**config.mk**
```make
export PLATFORM = sky130hd
export DESIGN_NAME = vid_timing_ctrl
export DESIGN_NICKNAME = d
export VERILOG_FILES = /design/src/rtl/vid_timing_ctrl.sv
export SDC_FILE = /design/constraint.sdc
export NUM_CORES = 1
export LEC_CHECK = 0
export ABC_AREA = 1
export BUFFER_PORTS_ARGS = -buffer_cell sky130_fd_sc_hd__buf_2
export CORE_MARGIN = 3
export CORE_UTILIZATION = 55
export DETAILED_ROUTE_END_ITERATION = 16
export PLACE_DENSITY = 0.79
export SLEW_MARGIN = 30
export SYNTH_ARGS = -nofsm -noshare
export SYNTH_HDL_FRONTEND = slang
export SYNTH_SLANG_ARGS = --single-unit
```
**constraint.sdc**
```tcl
create_clock -name PixelClk -period 3.35 [get_ports PixelClk]
set_input_delay 0.1675 -clock PixelClk [delete_from_list [all_inputs] [get_ports PixelClk]]
set_output_delay 0.1675 -clock PixelClk [all_outputs]
set_load 0.01 [all_outputs]
```
**src/rtl/vid_timing_ctrl.sv**
```systemverilog
// Video timing controller for a DVI/HDMI style pixel pipeline.
//
// Generates the raster (hcnt/vcnt), decodes active video and sync windows, pulls
// pixels from a valid/ready source during the active region and presents them,
// registered one cycle later, to a DVI encoder. A run request is honoured only at
// frame boundaries, so a started frame always completes unless reset aborts it.
//
// Ports:
//   PixelClk      in   1   pixel clock, all state on its rising edge
//   aRst          in   1   asynchronous active-high reset
//   en            in   1   run request, sampled in IDLE and at the frame-end cycle
//   pix_valid     in   1   source has a pixel
//   pix_data      in  24   source pixel RGB
//   pix_ready     out  1   pixel consumed this cycle (combinational)
//   vid_pData     out 24   pixel to the encoder
//   vid_pVDE      out  1   active video
//   vid_pHSync    out  1   horizontal sync, active level HS_POL
//   vid_pVSync    out  1   vertical sync, active level VS_POL
//   frame_start   out  1   one-cycle pulse alongside the first pixel of a frame
//   underflow     out  1   sticky: a pixel was missing in the active region
//   underflow_clr in   1   clears underflow (a simultaneous new event wins)
module vid_timing_ctrl #(
  parameter int unsigned H_ACTIVE = 640,
  parameter int unsigned H_FP     = 16,
  parameter int unsigned H_SYNC   = 96,
  parameter int unsigned H_BP     = 48,
  parameter int unsigned V_ACTIVE = 480,
  parameter int unsigned V_FP     = 10,
  parameter int unsigned V_SYNC   = 2,
  parameter int unsigned V_BP     = 33,
  parameter logic        HS_POL   = 1'b0,
  parameter logic        VS_POL   = 1'b0,
  parameter logic [23:0] IDLE_RGB = 24'h000000
) (
  input  logic        PixelClk,
  input  logic        aRst,
  input  logic        en,
  input  logic        pix_valid,
  input  logic [23:0] pix_data,
  output logic        pix_ready,
  output logic [23:0] vid_pData,
  output logic        vid_pVDE,
  output logic        vid_pHSync,
  output logic        vid_pVSync,
  output logic        frame_start,
  output logic        underflow,
  input  logic        underflow_clr
);

  localparam logic [11:0] HTotal     = 12'(H_ACTIVE + H_FP + H_SYNC + H_BP);
  localparam logic [11:0] VTotal     = 12'(V_ACTIVE + V_FP + V_SYNC + V_BP);
  localparam logic [11:0] HActive    = 12'(H_ACTIVE);
  localparam logic [11:0] VActive    = 12'(V_ACTIVE);
  localparam logic [11:0] HSyncStart = 12'(H_ACTIVE + H_FP);
  localparam logic [11:0] HSyncEnd   = 12'(H_ACTIVE + H_FP + H_SYNC);
  localparam logic [11:0] VSyncStart = 12'(V_ACTIVE + V_FP);
  localparam logic [11:0] VSyncEnd   = 12'(V_ACTIVE + V_FP + V_SYNC);

  typedef enum logic [0:0] {StIdle, StRun} stateT;

  stateT       state;
  logic [11:0] hCnt;
  logic [11:0] vCnt;

  logic isRun;
  logic inActive;
  logic inHSync;
  logic inVSync;
  logic lineEnd;
  logic lastLine;
  logic missing;

  // Decode of the current counter state; registered into the outputs below.
  assign isRun    = (state == StRun);
  assign inActive = isRun && (hCnt < HActive) && (vCnt < VActive);
  assign inHSync  = isRun && (hCnt >= HSyncStart) && (hCnt < HSyncEnd);
  // VSync depends on vcnt only, so it changes together with the hcnt wrap.
  assign inVSync  = isRun && (vCnt >= VSyncStart) && (vCnt < VSyncEnd);
  assign lineEnd  = (hCnt == HTotal - 12'd1);
  assign lastLine = (vCnt == VTotal - 12'd1);
  assign missing  = inActive && !pix_valid;

  // Pixels offered outside the active region are never consumed.
  assign pix_ready = inActive && pix_valid;

  always_ff @(posedge PixelClk or posedge aRst) begin
    if (aRst) begin
      state       <= StIdle;
      hCnt        <= 12'd0;
      vCnt        <= 12'd0;
      vid_pData   <= 24'h0;
      vid_pVDE    <= 1'b0;
      vid_pHSync  <= ~HS_POL;
      vid_pVSync  <= ~VS_POL;
      frame_start <= 1'b0;
      underflow   <= 1'b0;
    end else begin
      case (state)
        StIdle: begin
          hCnt        <= 12'd0;
          vCnt        <= 12'd0;
          vid_pData   <= 24'h0;
          vid_pVDE    <= 1'b0;
          vid_pHSync  <= ~HS_POL;
          vid_pVSync  <= ~VS_POL;
          frame_start <= 1'b0;
          // Every output, the sticky flag included, rests at its reset value while idle.
          underflow   <= 1'b0;
          if (en) begin
            state <= StRun;
          end
        end

        StRun: begin
          if (lineEnd) begin
            hCnt <= 12'd0;
            vCnt <= lastLine ? 12'd0 : vCnt + 12'd1;
            // en is only looked at here, so a frame in flight always finishes.
            if (lastLine && !en) begin
              state <= StIdle;
            end
          end else begin
            hCnt <= hCnt + 12'd1;
          end

          vid_pVDE    <= inActive;
          vid_pHSync  <= inHSync ? HS_POL : ~HS_POL;
          vid_pVSync  <= inVSync ? VS_POL : ~VS_POL;
          frame_start <= (hCnt == 12'd0) && (vCnt == 12'd0);

          if (!inActive) begin
            vid_pData <= 24'h0;
          end else if (pix_valid) begin
            vid_pData <= pix_data;
          end else begin
            vid_pData <= IDLE_RGB;
          end

          // A new miss overrides a clear issued in the same cycle.
          underflow <= missing || (underflow && !underflow_clr);
        end

        default: begin
          state <= StIdle;
        end
      endcase
    end
  end

endmodule

```
# == After elaboration in Yosys (flattened, before gate mapping) ==
# Index checks and enable logic that the tools add are counted.
# word_totals
rom_bits,0
latch_bits,0
elab_cells,57
memories,0
input_bits,29
ramBits,0
reg_bits,54
out_inout_bits,30
# op_classes
eq_ne,3
magnitude_cmp,6
bitwise,1
muxes,19
mul,0
n_addsub,2
shifts,0
div,0
n_reduce_logical,17
# ops
operator,count
two-way mux 24 bit,2
one-hot mux 12 bit (2 select lines),2
one-hot mux 24 bit (2 select lines),1
two-way mux 12 bit,3
adder 12 x 1 -> 12 bit (second input constant),2
== test 12 x 10 -> 1 bit (second input constant),2
logical NOT 12 bit,2
< comparator 12 x 10 -> 1 bit (second input constant),2
< comparator 12 x 9 -> 1 bit (second input constant),2
greater-or-equal comparator 12 x 10 -> 1 bit (second input constant),1
greater-or-equal comparator 12 x 9 -> 1 bit (second input constant),1
one-hot mux 1 bit (2 select lines),6
logical AND 1 bit,11
two-way mux 1 bit,5
logical NOT 1 bit,3
inequality test 2 x 1 -> 1 bit (second input constant),1
logical OR 1 bit,1
inverter 1 bit,1

# == Longest topological paths before layout ==
# Gate-level depths: netlist of run 1.
# logic_depth
ltp_word,6
mapped_depth,10

# == Worst setup path after synthesis of run 1 ==
# OpenSTA, ideal clock, no wires.
# synth_path
path_kind,reg-to-reg
startpoint,register hCnt[0]
endpoint,register hCnt[10]
period_less_slack_ns,1.291
path_stages_with_launch,8
t_arrival_ns,1.205
setup_slack_ns,2.059
n_path_buf,1
required_ns,3.264
setup_ns,0.086
path_cell_list,dfrtp_1 -> ha_1 -> nand3_2 -> inv_2 -> nand3_2 -> nand2_4 -> buf_6 -> nor3_1
# synth_via
elab_chain_cells,3
word_cells_on_any_way,4
cone_classes,add/sub (1); eq/ne (1); mux (2)
# synth_rtl
element,line,source
from (decl),62,logic [11:0] hCnt;
from (signal assigned),123,hCnt <= hCnt + 12'd1;
adder 12 x 1 -> 12 bit or == test 12 x 10 -> 1 bit (tied branches),"123, 79",
two-way mux 12 bit *,115,if (lineEnd) begin
one-hot mux 12 bit (2 select lines) *,98,case (state)
# Mark *: on every way between the ends. The rest lies on a longest branch, timed or not.
# A chain may end at the register's enable or synchronous reset.

# == Worst setup path in the final report of run 1 ==
# layout_path
startpoint,register hCnt[10]
endpoint,output pix_ready
# layout_via
elab_chain_cells,4
# layout_rtl
element,line,source
< comparator 12 x 10 -> 1 bit,75,assign inActive = isRun && (hCnt < HActive) && (vCnt < VActive);
logical AND 1 bit (2 in a row),75,
logical AND 1 bit,84,assign pix_ready = inActive && pix_valid;
to (decl),40,"output logic pix_ready,"
# Every way passes these cells.

==> results of run 1 <==
flip-flops by register name (all words and copies together), names as in the netlist:
register	flops
underflow	1
vid_pHSync	1
vid_pData	24
vid_pVDE	1
isRun	1
vCnt	12
frame_start	1
vid_pVSync	1
hCnt	12
per-stage QoR:
| stage | setup WS, ns | cell area (um2) |
|---|---|---|
| floorplan | 1.87 | 2640 |
| global placement | 1.77 | 2920 |
| detailed placement | 1.71 | 2930 |
| CTS | 1.44 | 3060 |
| global route | 1.33 | 3060 |
| finish | 1.44 | 3060 |
repair_timing:
| action | 4_1_cts | 5_1_grt |
|---|---|---|
| hold buffers | 1 | 0 |
| gates resized for setup | 0 | 0 |
| setup endpoints to repair | 0 | 0 |
| endpoints found under the hold margin | 52 | 0 |
cells by family (layout without fill, tap and decap cells):
| kind of cell | count (synthesis) | after routing | share of synthesized area (%) |
|---|---|---|---|
| buf+inv | 57 | 115 | 9.81 |
| fa+ha+maj | 4 | 4 | 1.89 |
| flops | 54 | 54 | 51.3 |
| compound gates | 9 | 9 | 1.94 |
| xor+xnor | 8 | 8 | 2.65 |
| simple gates | 182 | 182 | 32.4 |
critical path, delay by kind of cell (launching register included):
family / cells / cell delay [ns]
and+or+nand+nor: 5 / 0.86
buffers and inverters: 1 / 0.16
DFF: 1 / 0.42
where the power goes:
group / total, mW / internal [mW] / switching (mW)
logic: 0.0770 / 0.0313 / 0.0456
registers: 0.670 / 0.667 / 0.00361
clock network: 0.468 / 0.246 / 0.222
total: 1.22 / 0.944 / 0.271
layer usage:
metal	up-vias	GRT usage, %	wire, um
met1	1032	28.9	2400
met4	0	6.60	99
met2	62	38.0	2990
met5	-	0	0
li1	1081	-	-
met3	10	4.22	288
final timing paths:
kind / startpoint / end / depth (start not counted) / slack, ns
min: pix_data[3] / vid_pData[3] / 3 / 0.05
min in group asynchronous: aRst / vid_pData[8] / 3 / 0.49
max: hCnt[10] / pix_ready / 6 / 1.44
max in group asynchronous: aRst / vCnt[4] / 3 / 2.42
min reg2reg: hCnt[0] / hCnt[0] / 1 / 0.51
max reg2reg: hCnt[0] / vCnt[9] / 8 / 1.69
cell type report:
cell class | instances | area share, %
flip-flops and latches | 54 | 44.3
multi-input cells | 203 | 33.6
repair buffers | 60 | 10.1
inverters | 47 | 5.93
clock buffers | 6 | 2.70
well taps | 52 | 2.13
clock inverters | 2 | 1.27
layout by cell type, fill, tap and decap left out:
cell type      netlist  final
bufinv_16            0      1
a21oi_1              2      2
ha_1                 4      4
nand2_2              3      3
nand3b_1             1      1
dfrtp_1             52     52
xor2_1               8      8
nand3_4              1      1
buf_4                3      1
clkbuf_8             0      6
and2_1               1      1
nor4_1               1      1
nand3_2              2      2
o21ai_0              3      3
inv_4                1      2
dfstp_2              2      2
nor2_4               4      4
inv_1               43     42
buf_2                1     58
o21bai_1             1      1
nand3_1             24     24
dlygate4sd3_1        0      1
inv_6                0      1
nand2_1             70     70
inv_2                3      3
nor3b_1              1      1
nand4_1              9      9
nand2_4              1      1
a31oi_1              3      3
nor2_2               6      6
nor3_1              11     11
nor3b_2              1      1
nor2_1              46     46
==> impl_metrics.yaml, run 1 <==
routing:
  drc_errors: 0
  via_count: 2185
  postRouteAntennaNets: 0
  viasPerCell: 5.15
  first_pass_iters: 4
  wirelength_mm: 5.77
  drt_iter0_markers: 189
  detail_route.wl_per_cell_um: 13.6
yosys:
  synth_largest_area_cell: "dfrtp_1"
  ys.warnings.count: 0
  ys_ff_latch: 54
  yosysMostFrequentCell: "nand2_1"
  postSynthCellCount: 314
  synth.area.top_cells: "dfrtp_1 49%, nand2_1 9.9%, nor2_1 6.5%"
  netlist_area_um2: 2640
  netlist_top_cells_count: "70 x nand2_1, 52 x dfrtp_1, 46 x nor2_1, 43 x inv_1, 24 x nand3_1"
  synth_top_area_share_pct: 49.3
  yosysSeqAreaShare_pct: 51.3
  syn_nets: 347
  synthFlopType: "dfrtp_1"
  yosysUniqueCellTypes: 31
  synth-edff-count: 0
  async_reset_ff_share_pct: 100
  syn-mean-instance-area_um2: 8.41
finish:
  fill_cells: 353
  final_core_util_pct: 67.9
  area.sequential_um2: 1350
  fin_nets: 404
  layout-drive-gt1-share_pct: 24.7
  final_cells: 424
  area_growth_pct: 15.8
  multiInputGateArea_um2: 1030
  num_antenna_cells: 0
sta:
  hold_ws_ns: 0.0534
  worst_slew_pin_slew_ns: 0.641
  hold_violations: 0
  finalSetupTns_ns: 0
  finalCritPeriodShare_pct: 57.0
  maxSlewViolCount: 0
  setup_viol: 0
  fin_skew_ns: 0.0108
  fmax_mhz: 523
  relSlewSlack_pct: 57.3
  rsz0062_at_grt: "no"
  fin_crit_ns: 1.91
worst_setup_path:
  cpPeakStageDelay_ns: 0.42
  crit_top_cell: "nor2_4"
  cp.required_ns: 3.18
  slowest_stage: "dfrtp_1"
  path_class: "reg2out"
  cp_cell_sequence: "nor2_2 -> nand2_1 -> nor2_4 -> nand3_4 -> nor2_4 -> buf_2"
  cp-end-kind: "primary output"
  cp-start-kind: "flip-flop"
  cp_max_fo: 17
  cp.arrival_ns: 1.74
die:
  die_x_um: 75.3
  pin_count: 59
  core_area_um2: 4500
  die_area_um2: 5670
  std_cell_rows: 24
  initial_core_util_pct: 58.6
  die_h_um: 75.3
power:
  power.total_mw: 1.22
  ir_drop_mv: 0.269
  pwr_density_cell_nw_per_um2: 397
  power_leakage_nw: 1.69
grt:
  antenna_found_initial: 0
  gr-total-overflow: 0
  track_usage_pct: 22.3
  grt_pass1_vias: 2022
  grt_max_degree: 55
  grt_pass1_wl_mm: 9.55
clock_tree:
  numClockSinks: 54
  cts_tree: "done"
  cts_buffers: 5
  clk_pin_slew_ns: 0.10
  insertion_delay_ns: 0.31
  cts_setup_buffers: 0
  ctsLongestPathBuffers: 2
  root_buffer: "clkbuf_8"
  htree_levels: 2
placed_design:
  placed_cells: 415
  hpwl_mm: 4.13
  numPortBuffers: 58
  gp_congestion: 0.876
flow_run:
  maxCapViolCount: 0
hold_path:
  hp-class: "in2reg"
outcome:
  status: "finished, final reports clean"
Power figures use the tool's default switching activity.
==> run 2: changes to the inputs <==
CORE_UTILIZATION = 54   (was 55)
PLACE_DENSITY = 0.78   (was 0.79)
clock period = 1.95 ns   (was 3.35 ns; I/O delays follow)
==> run 2 against run 1 <==
  * Cell count increased by 8.0%
  * Clock power up 69%
  * Critical path depth rose by 2
  * Sequential share of layout area fell by 3.0 points
  * Die area grew 1.7%
  * Combinational power increased by 110%
  * Global-route usage shrank 0.73 points
  * Non-clock buffer count grew 21
  * Critical endpoint is now vCnt[9]
  * Worst hold slack got worse by 0.048 ns
  * Via count is 3.2% higher
  * Worst setup slack worse by 1.1 ns
==> impl_metrics.yaml, run 2 (synthesized netlist as in run 1, its figures left out) <==
outcome:
  status: "finished, final reports clean"
power:
  seqPwrFrac_pct: 54.7
  ir_drop_mv: 0.501
  clockPowerShare_pct: 37.5
  pwr_density_cell_nw_per_um2: 643
  p_switching_uw: 459
  power_leakage_nw: 1.77
  comb_power_share_pct: 7.8
  intPower_mw: 1.65
  switching_share_pct: 21.8
routing:
  first_pass_iters: 4
  via_count: 2254
  wirelength_mm: 6.06
  drt_iter0_markers: 159
  drc_errors: 0
  detail_route.wl_per_cell_um: 13.2
  postRouteAntennaNets: 0
  viasPerCell: 4.92
finish:
  largest_register: "vid_pData"
  final_cell_mix: "70 x nand2_1, 58 x buf_2, 52 x dfrtp_1, 46 x nor2_1, 42 x inv_1"
  final_common_cell: "nand2_1"
  largest_reg_flops: 24
  layout-drive-gt1-share_pct: 23.9
  area_growth_pct: 24.1
  num_antenna_cells: 0
  fill_cells: 333
  largestRegisters: "vid_pData x24, hCnt x12, vCnt x12"
  fin_nets: 425
die:
  die_h_um: 75.9
  die_x_um: 75.9
  std_cell_rows: 24
  die_area_um2: 5770
  core_area_um2: 4530
  initial_core_util_pct: 58.3
  pin_count: 59
clock_tree:
  htree_levels: 2
  root_buffer: "clkbuf_8"
  clk_pin_slew_ns: 0.10
  numClockSinks: 54
  ctsLongestPathBuffers: 2
  insertion_delay_ns: 0.31
  cts_buffers: 5
  cts_tree: "done"
  postCtsResizedCells: 0
sta:
  relSlewSlack_pct: 56.1
  hold_ws_ns: 0.00563
  fin_skew_ns: 0.00561
  setup_viol: 0
  hold_violations: 0
  rsz0062_at_grt: "no"
  finalCritPeriodShare_pct: 84.8
  worst_slew_pin_slew_ns: 0.658
  fin_crit_ns: 1.65
  fmax_mhz: 605
  finalSetupTns_ns: 0
  maxSlewViolCount: 0
placed_design:
  gp_congestion: 0.859
  hpwl_mm: 4.14
  numPortBuffers: 58
grt:
  grt_max_degree: 55
  grt_pass1_wl_mm: 10.1
  antenna_found_initial: 0
  grt_pass1_vias: 2130
  track_usage_pct: 21.5
  gr-total-overflow: 0
hold_path:
  hp-class: "in2reg"
worst_setup_path:
  cp.arrival_ns: 1.86
  cp.required_ns: 2.16
  cp-end-kind: "flip-flop"
  slowest_stage: "dfrtp_1"
  cp_cell_sequence: "ha_1 -> nand3_2 -> inv_2 -> nand3_2 -> nand2_4 -> nand2_1 -> nand2_1 -> inv_1"
  path_class: "reg2reg"
  cp-start-kind: "flip-flop"
  cp_max_fo: 16
  cpPeakStageDelay_ns: 0.40
flow_run:
  maxCapViolCount: 0
run 2: cell count changes in the layout (fill, tap and decap cells not counted), sizes merged:
cell / delta
buf: +2
dlygate4sd3: +19
run 2: timing repair:
action	4_1_cts	5_1_grt
setup endpoints to repair	0	1
setup buffers	0	1
hold buffers	20	0
endpoints found under the hold margin	71	0
run 2: power groups by stage:
| stage | combinational [mW] | sequential [mW] | clock, mW |
|---|---|---|---|
| final | 0.165 | 1.15 | 0.789 |
| after global routing | 0.181 | 1.15 | 0.861 |
| after CTS | 0.165 | 1.15 | 0.809 |
| after detailed placement | 0.134 | 1.17 | 0 |
| after global placement | 0.131 | 1.17 | 0 |
| after floorplan | 0.0494 | 1.19 | 0 |
run 2: path summary, 6_finish.rpt:
| path | start | endpoint | slack, ns | cells past startpoint |
|---|---|---|---|---|
| max | hCnt[0] | vCnt[9] | 0.30 | 8 |
| min | pix_data[10] | vid_pData[10] | 0.006 | 3 |
| max reg2reg | hCnt[0] | vCnt[9] | 0.30 | 8 |
| min reg2reg | hCnt[0] | hCnt[0] | 0.50 | 1 |
| max in group asynchronous | aRst | vCnt[9] | 0.99 | 4 |
| min in group asynchronous | aRst | vid_pData[7] | 0.53 | 4 |
run 2: layer usage:
layer | share of wire, % | wire length, um | vias up | GRT usage, %
met5 | 0 | 0 | - | 0
met4 | 1.3 | 80 | 0 | 6.34
met3 | 3.9 | 235 | 8 | 3.79
met2 | 52 | 3140 | 58 | 37.0
met1 | 43 | 2610 | 1068 | 28.0
li1 | - | - | 1120 | -
run 2: metrics by stage:
step	total power, mW	instance area (um2)	utilization (%)	std cells	setup slack, ns
detailed placement	1.31	2950	65.0	429	0.335
floorplan	1.24	2640	-	314	0.541
global placement	1.30	2950	65.0	429	0.376
CTS	2.13	3270	72.1	457	0.0973
finish	2.11	3280	72.3	458	0.297
global route	2.20	3280	72.3	458	0.107
run 2: area by class of cell:
cell class	count	area, um2	area share, %
repair buffers	81	513	15.7
multi-input cells	203	1030	31.4
clock buffers	6	82.6	2.52
inverters	47	179	5.46
flip-flops and latches	54	1350	41.3
well taps	65	81.3	2.48
clock inverters	2	38.8	1.18
run 2: worst max-delay path, delay by kind of cell (launching register included):
| kind | cells | cell delay (ns) |
|---|---|---|
| buffers and inverters | 2 | 0.12 |
| and+or+nand+nor | 5 | 0.81 |
| adders and majority gates | 1 | 0.22 |
| DFF | 1 | 0.40 |
==> run 3: changes to the inputs <==
ABC_AREA = 0   (was 1)
CORE_UTILIZATION = 53   (was 54)
PLACE_DENSITY = 0.77   (was 0.78)
clock period = 1.6 ns   (was 1.95 ns; I/O delays follow)
==> run 3 against run 2 <==
  * The run now ends with negative hold slack, negative setup slack left
  * Clock-buffer cell count is the same
  * Register-to-register slack lost 0.66 ns
  * Utilization is 13 points higher
  * Synthesized cell count decreased by 27%
  * Non-clock buffer count rose by 44
  * Clock skew rose by 0.0045 ns
  * Via count grew 10%
  * Routed wire length increased by 46%
  * Critical path depth fell by 3
  * Die area down 6.2%
  * First-iteration DRC count is 100% higher
  * Critical endpoint is now vCnt[7]
  * Largest cell class unchanged
  * Largest power group unchanged
==> impl_metrics.yaml, run 3 <==
routing:
  via_count: 2482
  drc_errors: 0
  postRouteAntennaNets: 0
  first_pass_iters: 6
  wirelength_mm: 8.85
  detail_route.wl_per_cell_um: 22.3
  drt_iter0_markers: 320
  viasPerCell: 6.25
sta:
  hold_ws_ns: -0.0137
  fin_crit_ns: 1.96
  hold_violations: 5
  finalCritPeriodShare_pct: 123
  maxSlewViolCount: 0
  worst_slack_ns: -0.362
  relSlewSlack_pct: 68.4
  fin_skew_ns: 0.0101
  fmax_mhz: 510
  rsz0062_at_grt: "yes"
  setup_viol: 23
  worst_slew_pin_slew_ns: 0.473
yosys:
  ys_ff_latch: 54
  synth-simple-area-share_pct: 26.5
  syn_nets: 262
  synthFlopType: "dfrtp_1"
  synth-edff-count: 0
  syn-mean-instance-area_um2: 10.6
  yosysSeqAreaShare_pct: 56.0
  synth_fa_ha_area_share_pct: 2.07
  async_reset_ff_share_pct: 100
  synth_largest_area_cell: "dfrtp_1"
  yosysMostFrequentCell: "dfrtp_1"
  ys.warnings.count: 0
  yosysUniqueCellTypes: 40
  postSynthCellCount: 229
  synthMuxAreaShare_pct: 0
  netlist_top_cells_count: "52 x dfrtp_1, 26 x and3_1, 15 x nand2_1, 14 x clkbuf_1, 13 x nand3_1"
  synth_top_area_share_pct: 53.8
  synth_top_family_by_area: "simple AND/OR/NAND/NOR gates"
  synth.area.top_cells: "dfrtp_1 54%, and3_1 6.7%, nand3_1 2.7%"
  synthXorXnorAreaFrac_pct: 3.62
  netlist_area_um2: 2420
  synth_compound_area_share_pct: 8.18
finish:
  final_common_cell: "buf_2"
  num_antenna_cells: 0
  fin_nets: 379
  final_cell_mix: "57 x buf_2, 51 x dfrtp_1, 41 x buf_4, 25 x and3_1"
  area_growth_pct: 48.3
  largest_reg_flops: 24
  largestRegisters: "vid_pData x24, hCnt x12, vCnt x12"
  largest_register: "vid_pData"
  final_core_util_pct: 85.3
  layout-drive-gt1-share_pct: 43.5
power:
  power_leakage_nw: 1.80
  power.total_mw: 2.46
  pwr_density_cell_nw_per_um2: 685
  ir_drop_mv: 0.595
worst_setup_path:
  cp.depth: 5
  cp.required_ns: 1.81
  cp-end-kind: "flip-flop"
  path_class: "reg2reg"
  cp.arrival_ns: 2.17
  slowest_stage: "or4_4"
  crit_buf_inv: 1
  cp_cell_sequence: "or4_4 -> o41a_1 -> buf_4 -> a32oi_1 -> o41ai_2"
  critPathTopFamily: "compound AO/OA/AOI/OAI gates"
  worstRegToRegCells: 5
  cp_max_fo: 7
  cpPeakStageDelay_ns: 0.55
  cp-start-kind: "flip-flop"
outcome:
  status: "finished, violations left"
  failed_checks: "negative hold slack, negative setup slack"
die:
  pin_count: 59
  core_area_um2: 4200
  die_x_um: 73.5
  die_h_um: 73.5
  die_area_um2: 5410
  std_cell_rows: 23
  initial_core_util_pct: 57.5
grt:
  grt_pass1_wl_mm: 12.5
  busiest_layer: "met2"
  grt_max_degree: 35
  met2_usage_pct: 53.1
  gr-total-overflow: 0
  track_usage_pct: 31.4
  grt_util_met3_pct: 6.57
  antenna_found_initial: 0
  grt_pass1_vias: 2553
  grtUsageMet1_pct: 36.4
hold_path:
  holdPathStages: 2
  hp-class: "in2reg"
clock_tree:
  cts_tree: "done"
  numClockSinks: 54
  root_buffer: "clkbuf_8"
  ctsLongestPathBuffers: 2
  clk_pin_slew_ns: 0.10
  cts_buffers: 5
  htree_levels: 2
  insertion_delay_ns: 0.33
placed_design:
  hpwl_mm: 4.43
  gp_congestion: 0.813
  numPortBuffers: 58
flow_run:
  maxCapViolCount: 0
==> run 3: changes by cell type in the layout (fill, tap and decap cells not counted), moves of 7 or more <==
cell,delta
nand2_1,-56
nor2_1,-42
buf_4,+38
inv_1,-35
and3_1,+25
nand3_1,-13
buf_6,+9
a31oi_1,+7
==> run 3: per-stage QoR <==
step / setup TNS, ns / instances / setup WS, ns / instance area (um2)
after floorplan: -7.15 / 229 / -0.420 / 2420
after global placement: -4.49 / 364 / -0.286 / 3060
after detailed placement: -5.83 / 364 / -0.332 / 3060
after CTS: -4.40 / 394 / -0.294 / 3510
after global routing: -7.87 / 397 / -0.408 / 3590
final: -6.94 / 397 / -0.362 / 3590
==> run 3: logic make-up after synthesis <==
group,count (synthesis)
simple gates,110
compound gates,28
buf+inv,23
fa+ha+maj,4
flops,54
xor+xnor,10
==> run 3: power by group <==
| group | total [mW] | switching [mW] | leakage, nW | internal, mW |
|---|---|---|---|---|
| combinational | 0.197 | 0.100 | 1.06 | 0.0966 |
| sequential | 1.41 | 0.0119 | 0.692 | 1.40 |
| clock | 0.853 | 0.495 | 0.0478 | 0.357 |
| total | 2.46 | 0.607 | 1.80 | 1.85 |
==> run 3: routing by layer <==
metal / routed length [um] / part of all wire [%] / vias to the layer above
met2: 4580 / 52 / 177
met4: 371 / 4.2 / 0
met5: 0 / 0 / -
met1: 3160 / 36 / 1202
li1: - / - / 1060
met3: 744 / 8.4 / 43
==> run 3: final cells by class <==
type	instances	area (um2)
Clock buffer	6	82.6
Multi-Input combinational cell	152	1120
Sequential cell	54	1360
Clock inverter	2	16.3
Tap cell	50	62.6
Inverter	8	30.0
Timing Repair Buffer	125	920
Fill cell	189	616
==> run 3: final timing paths <==
kind                              startpoint       endpoint  slack (ns)
worst min-delay path            pix_data[15]  vid_pData[15]       -0.01
min in group asynchronous               aRst  vid_pData[23]        0.31
worst max-delay path                hCnt[10]        vCnt[7]       -0.36
worst min register to register       vCnt[0]        vCnt[0]        0.59
max in group asynchronous               aRst        hCnt[1]        0.75
worst max register to register      hCnt[10]        vCnt[7]       -0.36
==> run 3: what timing repair did <==
item	4_1_cts	5_1_grt
setup endpoints to repair	23	28
setup buffers	7	2
hold endpoints to repair	30	1
cloned	2	1
hold buffers	13	1
gates resized for setup	38	14
pin swaps	30	3
